[config.mk]
export PLATFORM = sky130hd
export DESIGN_NAME = ula_seq
export DESIGN_NICKNAME = d
export VERILOG_FILES = /design/src/rtl/ula_seq.sv
export SDC_FILE = /design/constraint.sdc
export NUM_CORES = 1
export LEC_CHECK = 0
export ABC_AREA = 0
export ABC_CLOCK_PERIOD_IN_PS = 2250
export CAP_MARGIN = 10
export CORE_ASPECT_RATIO = 0.8
export CORE_MARGIN = 3
export CORE_UTILIZATION = 30
export CTS_CLUSTER_SIZE = 12
export DETAILED_ROUTE_END_ITERATION = 8
export GPL_TIMING_DRIVEN = 0
export REMOVE_ABC_BUFFERS = 1
export SLEW_MARGIN = 20
export SYNTH_ARGS = -nofsm -noshare
export SYNTH_HDL_FRONTEND = slang
export SYNTH_SLANG_ARGS = --single-unit
[constraint.sdc]
create_clock -name iCLK -period 2.25 [get_ports iCLK]
set_clock_uncertainty 0.2 [all_clocks]
set_input_delay 0.3375 -clock iCLK [delete_from_list [all_inputs] [get_ports iCLK]]
set_output_delay 0.3375 -clock iCLK [all_outputs]
set_load 0.005 [all_outputs]
[src/rtl/ula_seq.sv]
// rtl/ula_seq.sv - sequential ALU: one-cycle ADD/SUB/logic ops, WIDTH-cycle shift-add MUL
module ula_seq #(
    parameter int WIDTH = 4
) (
    input  logic                 iCLK,
    input  logic                 iRST,
    input  logic                 i_start,
    input  logic [2:0]           i_op,
    input  logic [WIDTH-1:0]     i_a,
    input  logic [WIDTH-1:0]     i_b,
    output logic [2*WIDTH-1:0]   o_result,
    output logic                 o_ovf,
    output logic                 o_zero,
    output logic                 o_err,
    output logic                 o_busy,
    output logic                 o_done
);
    localparam int CW = $clog2(WIDTH + 1);
    localparam int M  = WIDTH - 1;

    localparam logic [2:0] OP_ADD = 3'b000;
    localparam logic [2:0] OP_SUB = 3'b001;
    localparam logic [2:0] OP_AND = 3'b010;
    localparam logic [2:0] OP_OR  = 3'b011;
    localparam logic [2:0] OP_XOR = 3'b100;
    localparam logic [2:0] OP_MUL = 3'b101;

    typedef enum logic [1:0] {S_IDLE, S_CALC, S_MUL, S_DONE} state_t;

    state_t             r_state;
    state_t             w_next;
    logic [WIDTH-1:0]   r_a;
    logic [WIDTH-1:0]   r_b;
    logic [2:0]         r_op;
    logic [2*WIDTH-1:0] r_acc;
    logic [2*WIDTH-1:0] r_mcand;
    logic [WIDTH-1:0]   r_mplier;
    logic [CW-1:0]      r_cnt;
    logic [2*WIDTH-1:0] r_result;
    logic               r_ovf;
    logic               r_zero;
    logic               r_err;

    logic               w_accept;
    logic               w_mul_last;
    logic [WIDTH-1:0]   w_sum;
    logic [WIDTH-1:0]   w_diff;
    logic [2*WIDTH-1:0] w_calc_res;
    logic               w_calc_ovf;
    logic               w_calc_err;

    // DONE accepts a new request just like IDLE, giving back-to-back issue
    assign w_accept   = i_start && (r_state == S_IDLE || r_state == S_DONE);
    assign w_mul_last = (r_cnt == CW'(WIDTH));
    assign w_sum      = r_a + r_b;
    assign w_diff     = r_a - r_b;

    always_ff @(posedge iCLK) begin
        if (iRST) r_state <= S_IDLE;
        else      r_state <= w_next;
    end

    always_comb begin
        w_next = r_state;
        case (r_state)
            S_IDLE, S_DONE: begin
                if (i_start) w_next = (i_op == OP_MUL) ? S_MUL : S_CALC;
                else         w_next = S_IDLE;
            end
            S_CALC:  w_next = S_DONE;
            S_MUL:   if (w_mul_last) w_next = S_DONE;
            default: w_next = S_IDLE;
        endcase
    end

    always_comb begin
        w_calc_res = '0;
        w_calc_ovf = 1'b0;
        w_calc_err = 1'b0;
        case (r_op)
            OP_ADD: begin
                w_calc_res = {{WIDTH{1'b0}}, w_sum};
                w_calc_ovf = (r_a[M] == r_b[M]) && (w_sum[M] != r_a[M]);
            end
            OP_SUB: begin
                w_calc_res = {{WIDTH{1'b0}}, w_diff};
                w_calc_ovf = (r_a[M] != r_b[M]) && (w_diff[M] != r_a[M]);
            end
            OP_AND:  w_calc_res = {{WIDTH{1'b0}}, r_a & r_b};
            OP_OR:   w_calc_res = {{WIDTH{1'b0}}, r_a | r_b};
            OP_XOR:  w_calc_res = {{WIDTH{1'b0}}, r_a ^ r_b};
            default: w_calc_err = 1'b1;
        endcase
    end

    always_ff @(posedge iCLK) begin
        if (iRST) begin
            r_a      <= '0;
            r_b      <= '0;
            r_op     <= '0;
            r_acc    <= '0;
            r_mcand  <= '0;
            r_mplier <= '0;
            r_cnt    <= '0;
            r_result <= '0;
            r_ovf    <= 1'b0;
            r_zero   <= 1'b0;
            r_err    <= 1'b0;
        end else if (w_accept) begin
            r_a      <= i_a;
            r_b      <= i_b;
            r_op     <= i_op;
            r_acc    <= '0;
            r_mcand  <= {{WIDTH{1'b0}}, i_a};
            r_mplier <= i_b;
            r_cnt    <= '0;
        end else if (r_state == S_CALC) begin
            r_result <= w_calc_res;
            r_ovf    <= w_calc_ovf;
            r_zero   <= (w_calc_res == '0);
            r_err    <= w_calc_err;
        end else if (r_state == S_MUL) begin
            // one multiplier bit per edge; the final edge only publishes the product
            if (w_mul_last) begin
                r_result <= r_acc;
                r_ovf    <= 1'b0;
                r_zero   <= (r_acc == '0);
                r_err    <= 1'b0;
            end else begin
                if (r_mplier[0]) r_acc <= r_acc + r_mcand;
                r_mcand  <= r_mcand << 1;
                r_mplier <= r_mplier >> 1;
                r_cnt    <= r_cnt + CW'(1);
            end
        end
    end

    assign o_result = r_result;
    assign o_ovf    = r_ovf;
    assign o_zero   = r_zero;
    assign o_err    = r_err;
    assign o_busy   = (r_state == S_CALC) || (r_state == S_MUL);
    assign o_done   = (r_state == S_DONE);
endmodule

* Word level (Yosys, flattened, before mapping)
Cells that the tools add are included.
** Storage, ports and cells
- Bits in registers :: 47
- Input port bits :: 14
- Output and inout port bits :: 13
- Word-level logic and storage cells :: 83
** Cells by class
- Add/sub/neg operators :: 4
- Eq/ne operators :: 16
- Multiplexer cells :: 25
- Bitwise operators :: 6
- Reduce and logical (&&, ||, !) cells :: 19
** Operator list (count)
- 4-bit two-way mux :: 8
- 8-bit two-way mux :: 3
- 4-bit one-hot mux with 5 select lines :: 1
- 8-bit logical NOT :: 2
- 3-bit equality test (second input constant) :: 3
- 3-bit AND reduction :: 3
- 8-bit adder :: 1
- 1-bit two-way mux :: 8
- 3-bit by 2-bit equality test with 1-bit output (second input constant) :: 2
- 2-bit two-way mux :: 3
- 2-bit != test (second input constant) :: 3
- 2-bit one-hot mux with 3 select lines :: 1
- 2-bit nonzero test :: 3
- 5-bit OR reduction :: 1
- 4-bit adder :: 1
- 4-bit AND :: 1
- 2-bit equality test (second input constant) :: 2
- 4-bit OR :: 1
- 4-bit AND reduction :: 1
- 2-bit OR reduction :: 2
- 4-bit subtractor :: 1
- 4-bit bitwise XOR :: 1
- 3-bit by 1-bit adder with 3-bit output (second input constant) :: 1
- 3-bit by 1-bit equality test with 1-bit output (second input constant) :: 1
- other kinds (9) :: 16

* Logic depth before layout (Yosys ltp)
- Word-level depth :: 5
- Depth in mapped cells :: 9
- Depth with buffers taken out :: 9

* Worst setup path after synthesis
Ideal clock, no wire load.
- Kind :: reg-to-reg
- Start point :: reg r_b[0]
- End point :: reg r_result[1] (netlist: o_result[1])
- Setup time :: 0.070 ns
- Arrival :: 2.011 ns
- Required time :: 1.980 ns
- Slack :: -0.031 ns
- Stages on the path, launching flop included :: 9
- Buffers on the path :: 0
- Period minus slack after synthesis :: 2.281 ns
- Cell sequence :: dfxtp_1 -> ha_1 -> inv_1 -> fa_1 -> nor2b_1 -> a2111oi_0 -> nor3_1 -> or3_1 -> a21oi_1
** Between the ends
- Cells in the longest elaborated chain, start to end :: 3
- Elaborated cells on any way between the ends :: 4
- Those cells by class :: 2 x add/sub; 2 x mux
** RTL lines
- from (decl) :: RTL line 33 : logic [WIDTH-1:0] r_b;
- from (signal assigned) :: RTL line 111 : r_b <= i_b;
- 4-bit subtractor / 4-bit adder (equally long branches) :: RTL line 56, 55
- 4-bit one-hot mux with 5 select lines * :: RTL line 80 : case (r_op)
- 8-bit two-way mux * :: RTL line 117 : end else if (r_state == S_CALC) begin
- to (signal assigned) :: RTL line 118 : r_result <= w_calc_res;
- to (signal assigned) :: RTL line 125 : r_result <= r_acc;
- to (decl) :: RTL line 39 : logic [2*WIDTH-1:0] r_result;
Every way passes the cells marked *; elsewhere a longest branch is shown, timed or not.
A chain may end at the register's enable or synchronous reset.

* Worst setup path in the final report
- Start point :: reg r_a[0]
- End point :: reg r_result[1] (netlist: o_result[1])
** Between the ends
- Cells in the longest elaborated chain, start to end :: 3
- Elaborated cells on any way between the ends :: 4
- Those cells by class :: 2 x add/sub; 2 x mux
** RTL lines
- from (decl) :: RTL line 32 : logic [WIDTH-1:0] r_a;
- from (signal assigned) :: RTL line 110 : r_a <= i_a;
- 4-bit subtractor / 4-bit adder (equally long branches) :: RTL line 56, 55
- 4-bit one-hot mux with 5 select lines * :: RTL line 80
- 8-bit two-way mux * :: RTL line 117
Marked as above.

==> impl_metrics.toml <==
[power_and_ir_drop]
seq_power_share_pct = 34.7
max-vdd-ir-drop_mv = 0.510
total_power_mw = 3.43
clockPowerShare_pct = 22.3
p_sw_share_pct = 40.6
intPower_mw = 2.04
pwr-share-comb_pct = 43.0
switchingPower_mw = 1.39
p_per_area_nw_per_um2 = 1000
leakage_nw = 1.20

[logic_synthesis]
synth_edf_count = 0
ys_ff_latch = 47
synthAdderAreaFrac_pct = 12.7
synth_most_common_cell = "nand2_1"
yosysWarnings = 0
synth_xor_area_share_pct = 1.28
synth_compound_area_share_pct = 22.8
muxShareOfSynthArea_pct = 0.367
yosysSeqAreaShare_pct = 34.5
synth_top_family_by_area = "compound AO/OA/AOI/OAI gates"
netlist_area_um2 = 2730
synthSimpleGateAreaFrac_pct = 22.0
synth_top_area_share_pct = 34.5
synth_cell_types = 55
synth-main-ff-cell = "dfxtp_1"
synth_area_leaders = "dfxtp_1, ha_1, nand2_1"
synth_top_cell_by_area = "dfxtp_1"
synthTopCellsByCount = "nand2_1, dfxtp_1, a21oi_1"
synth_cells = 341
async_reset_ff_share_pct = 0
avgSynthCellArea_um2 = 8.01

[timing]
setup_viol = 0
rsz0062_at_grt = "true"
hold_viol_final = 0
fmax_ghz = 0.448
min_period_ns = 2.23
fin_crit_sh_pct = 99.2
setup_tns_ns = 0
relSlewSlack_pct = 51.7
drv_slew = 0
tightest_slew_ns = 0.724

[floorplanning]
start_util_pct = 31.5
core_um2 = 8670
ios = 27
dieArea_um2 = 10300
die_w_um = 113
die_h_um = 91.3
rows = 30

[cts]
cts_buffers = 5
cts_root_buf = "clkbuf_16"
clock_path_buffers = 2
clk_latency_ns = 0.29
cts-htree-levels = 2
path_clk_slew_ns = 0.07
cts_tree = "yes"
clkSinkCount = 47
holdBufCountCts = 0

[layout]
multi_input_area_um2 = 1800
nNetsFinal = 397
seqCellArea_um2 = 962
fin_area_um2 = 3420
diodes = 0
fill_cells = 897
syn_to_final_growth_pct = 25.2
drive_above_1_share_pct = 13.7

[routing]
drc = 0
drt-vias-per-instance = 5.10
drt_iter0_drc = 127
via_count = 2396
firstDrtPassIters = 4
wl_um = 6670
avgRoutedWirePerCell_um = 14.2
ant_nets = 0

[global_routing]
grt_overflow_total = 0
grt_use_total_pct = 13.2
antenna_found_initial = 0
grt_pass1_vias = 2269
grt_pass1_wl_um = 11200
grt_max_degree = 37

[job]
drv_cap = 0

[place]
dp_hpwl_um = 4790
portBuffers = 26
gp_congestion = 0.813
placed_cell_area_um2 = 3050

[setup_path]
endpoint_kind = "flop"
crit_type = "flop to flop"
worstPathMaxFanout = 3
cp.required_ns = 2.27
setup.worst_path.start_class = "flop"
worst_ep_arrival_time_ns = 2.25

[outcome]
status = "finished, final reports clean"

[min_path]
min_path_type = "flop to flop"
-- registers in the layout, summed over array words and instances, names as in the netlist --
signal,flops
o_err,1
o_ovf,1
o_result,8
o_zero,1
r_a,4
r_acc,8
r_b,4
r_cnt,3
r_mcand,8
r_mplier,4
r_op,3
r_state,2
-- cell families after synthesis --
family,after synthesis
AOI/OAI and AO/OA,89
xor gates and xnor gates,4
adders and majority gates,26
buffers and inverters,43
DFF,47
muxes,1
and+or+nand+nor,131
-- placed cells by master, fill, tap and decap left out, drive strengths merged, types with 3 or more instances in the layout --
cell | Yosys | routed
o21ai | 10 | 10
nor4 | 4 | 4
nor2b | 5 | 5
inv | 25 | 27
clkdlybuf4s50 | 0 | 25
nand2 | 55 | 55
nand3 | 13 | 13
a211oi | 3 | 3
a22oi | 6 | 6
nor2 | 27 | 27
a21oi | 34 | 34
nand2b | 5 | 5
nor3 | 7 | 7
a2111oi | 4 | 4
dfxtp | 47 | 47
fa | 3 | 3
xnor2 | 3 | 3
a21o | 3 | 3
ha | 23 | 23
clkbuf | 11 | 5
a311oi | 8 | 8
a211o | 3 | 3
-- final timing paths --
path / from / slack, ns / to / depth (start not counted)
max: r_a[0] / 0.02 / o_result[1] / 9
min: o_result[0] / 0.25 / o_result[0] / 2
max reg2reg: r_a[0] / 0.02 / o_result[1] / 9
min reg2reg: o_result[0] / 0.25 / o_result[0] / 2
-- through the flow --
step / cells / hold WS (ns) / worst slack, ns / util, %
floorplan: 323 / 0.206 / -0.0775 / -
global placement: 461 / 0.239 / -0.825 / 35.2
detailed placement: 461 / 0.245 / -0.591 / 35.1
CTS: 470 / 0.254 / -0.00909 / 38.4
global route: 470 / 0.280 / -0.0752 / 39.4
finish: 470 / 0.253 / 0.0183 / 39.4
-- power by group through the flow --
stage	clock network, mW	registers, mW	logic, mW
after floorplan	0	1.11	0.878
after global placement	0	1.16	1.22
after detailed placement	0	1.16	1.24
after CTS	0.783	1.17	1.36
after global routing	0.826	1.22	1.67
final	0.765	1.19	1.47
-- timing repair --
action,4_1_cts,5_1_grt
setup endpoints to repair,33,14
pin swaps,8,2
buffers inserted,1,0
gates cloned,0,0
resized for setup,33,21
-- layer usage --
layer | vias up | global-route usage, % | share of wire [%]
met4 | 0 | 2.50 | 0.68
met5 | - | 0 | 0
met1 | 1094 | 20.6 | 52
li1 | 1236 | - | -
met2 | 59 | 18.5 | 40
met3 | 7 | 2.80 | 7.1
-- layout make-up --
cell class                      instances  share of cell area, %
Tap cell                              112                   4.10
Timing Repair Buffer                   27                   7.69
Inverter                               25                   2.82
Multi-Input combinational cell        251                   52.8
Clock inverter                          3                  0.806
Clock buffer                            5                   3.66
Sequential cell                        47                   28.2
-- worst max-delay path, stage by stage (launching register included) --
cell       delay, ns
dfxtp_4         0.37
inv_4           0.06
ha_4            0.12
inv_1           0.04
fa_1            0.47
nor2_1          0.04
a2111oi_2       0.30
nor3_2          0.09
or3_1           0.33
a21oi_1         0.12
No activity file was read; power rests on OpenSTA's default activity.
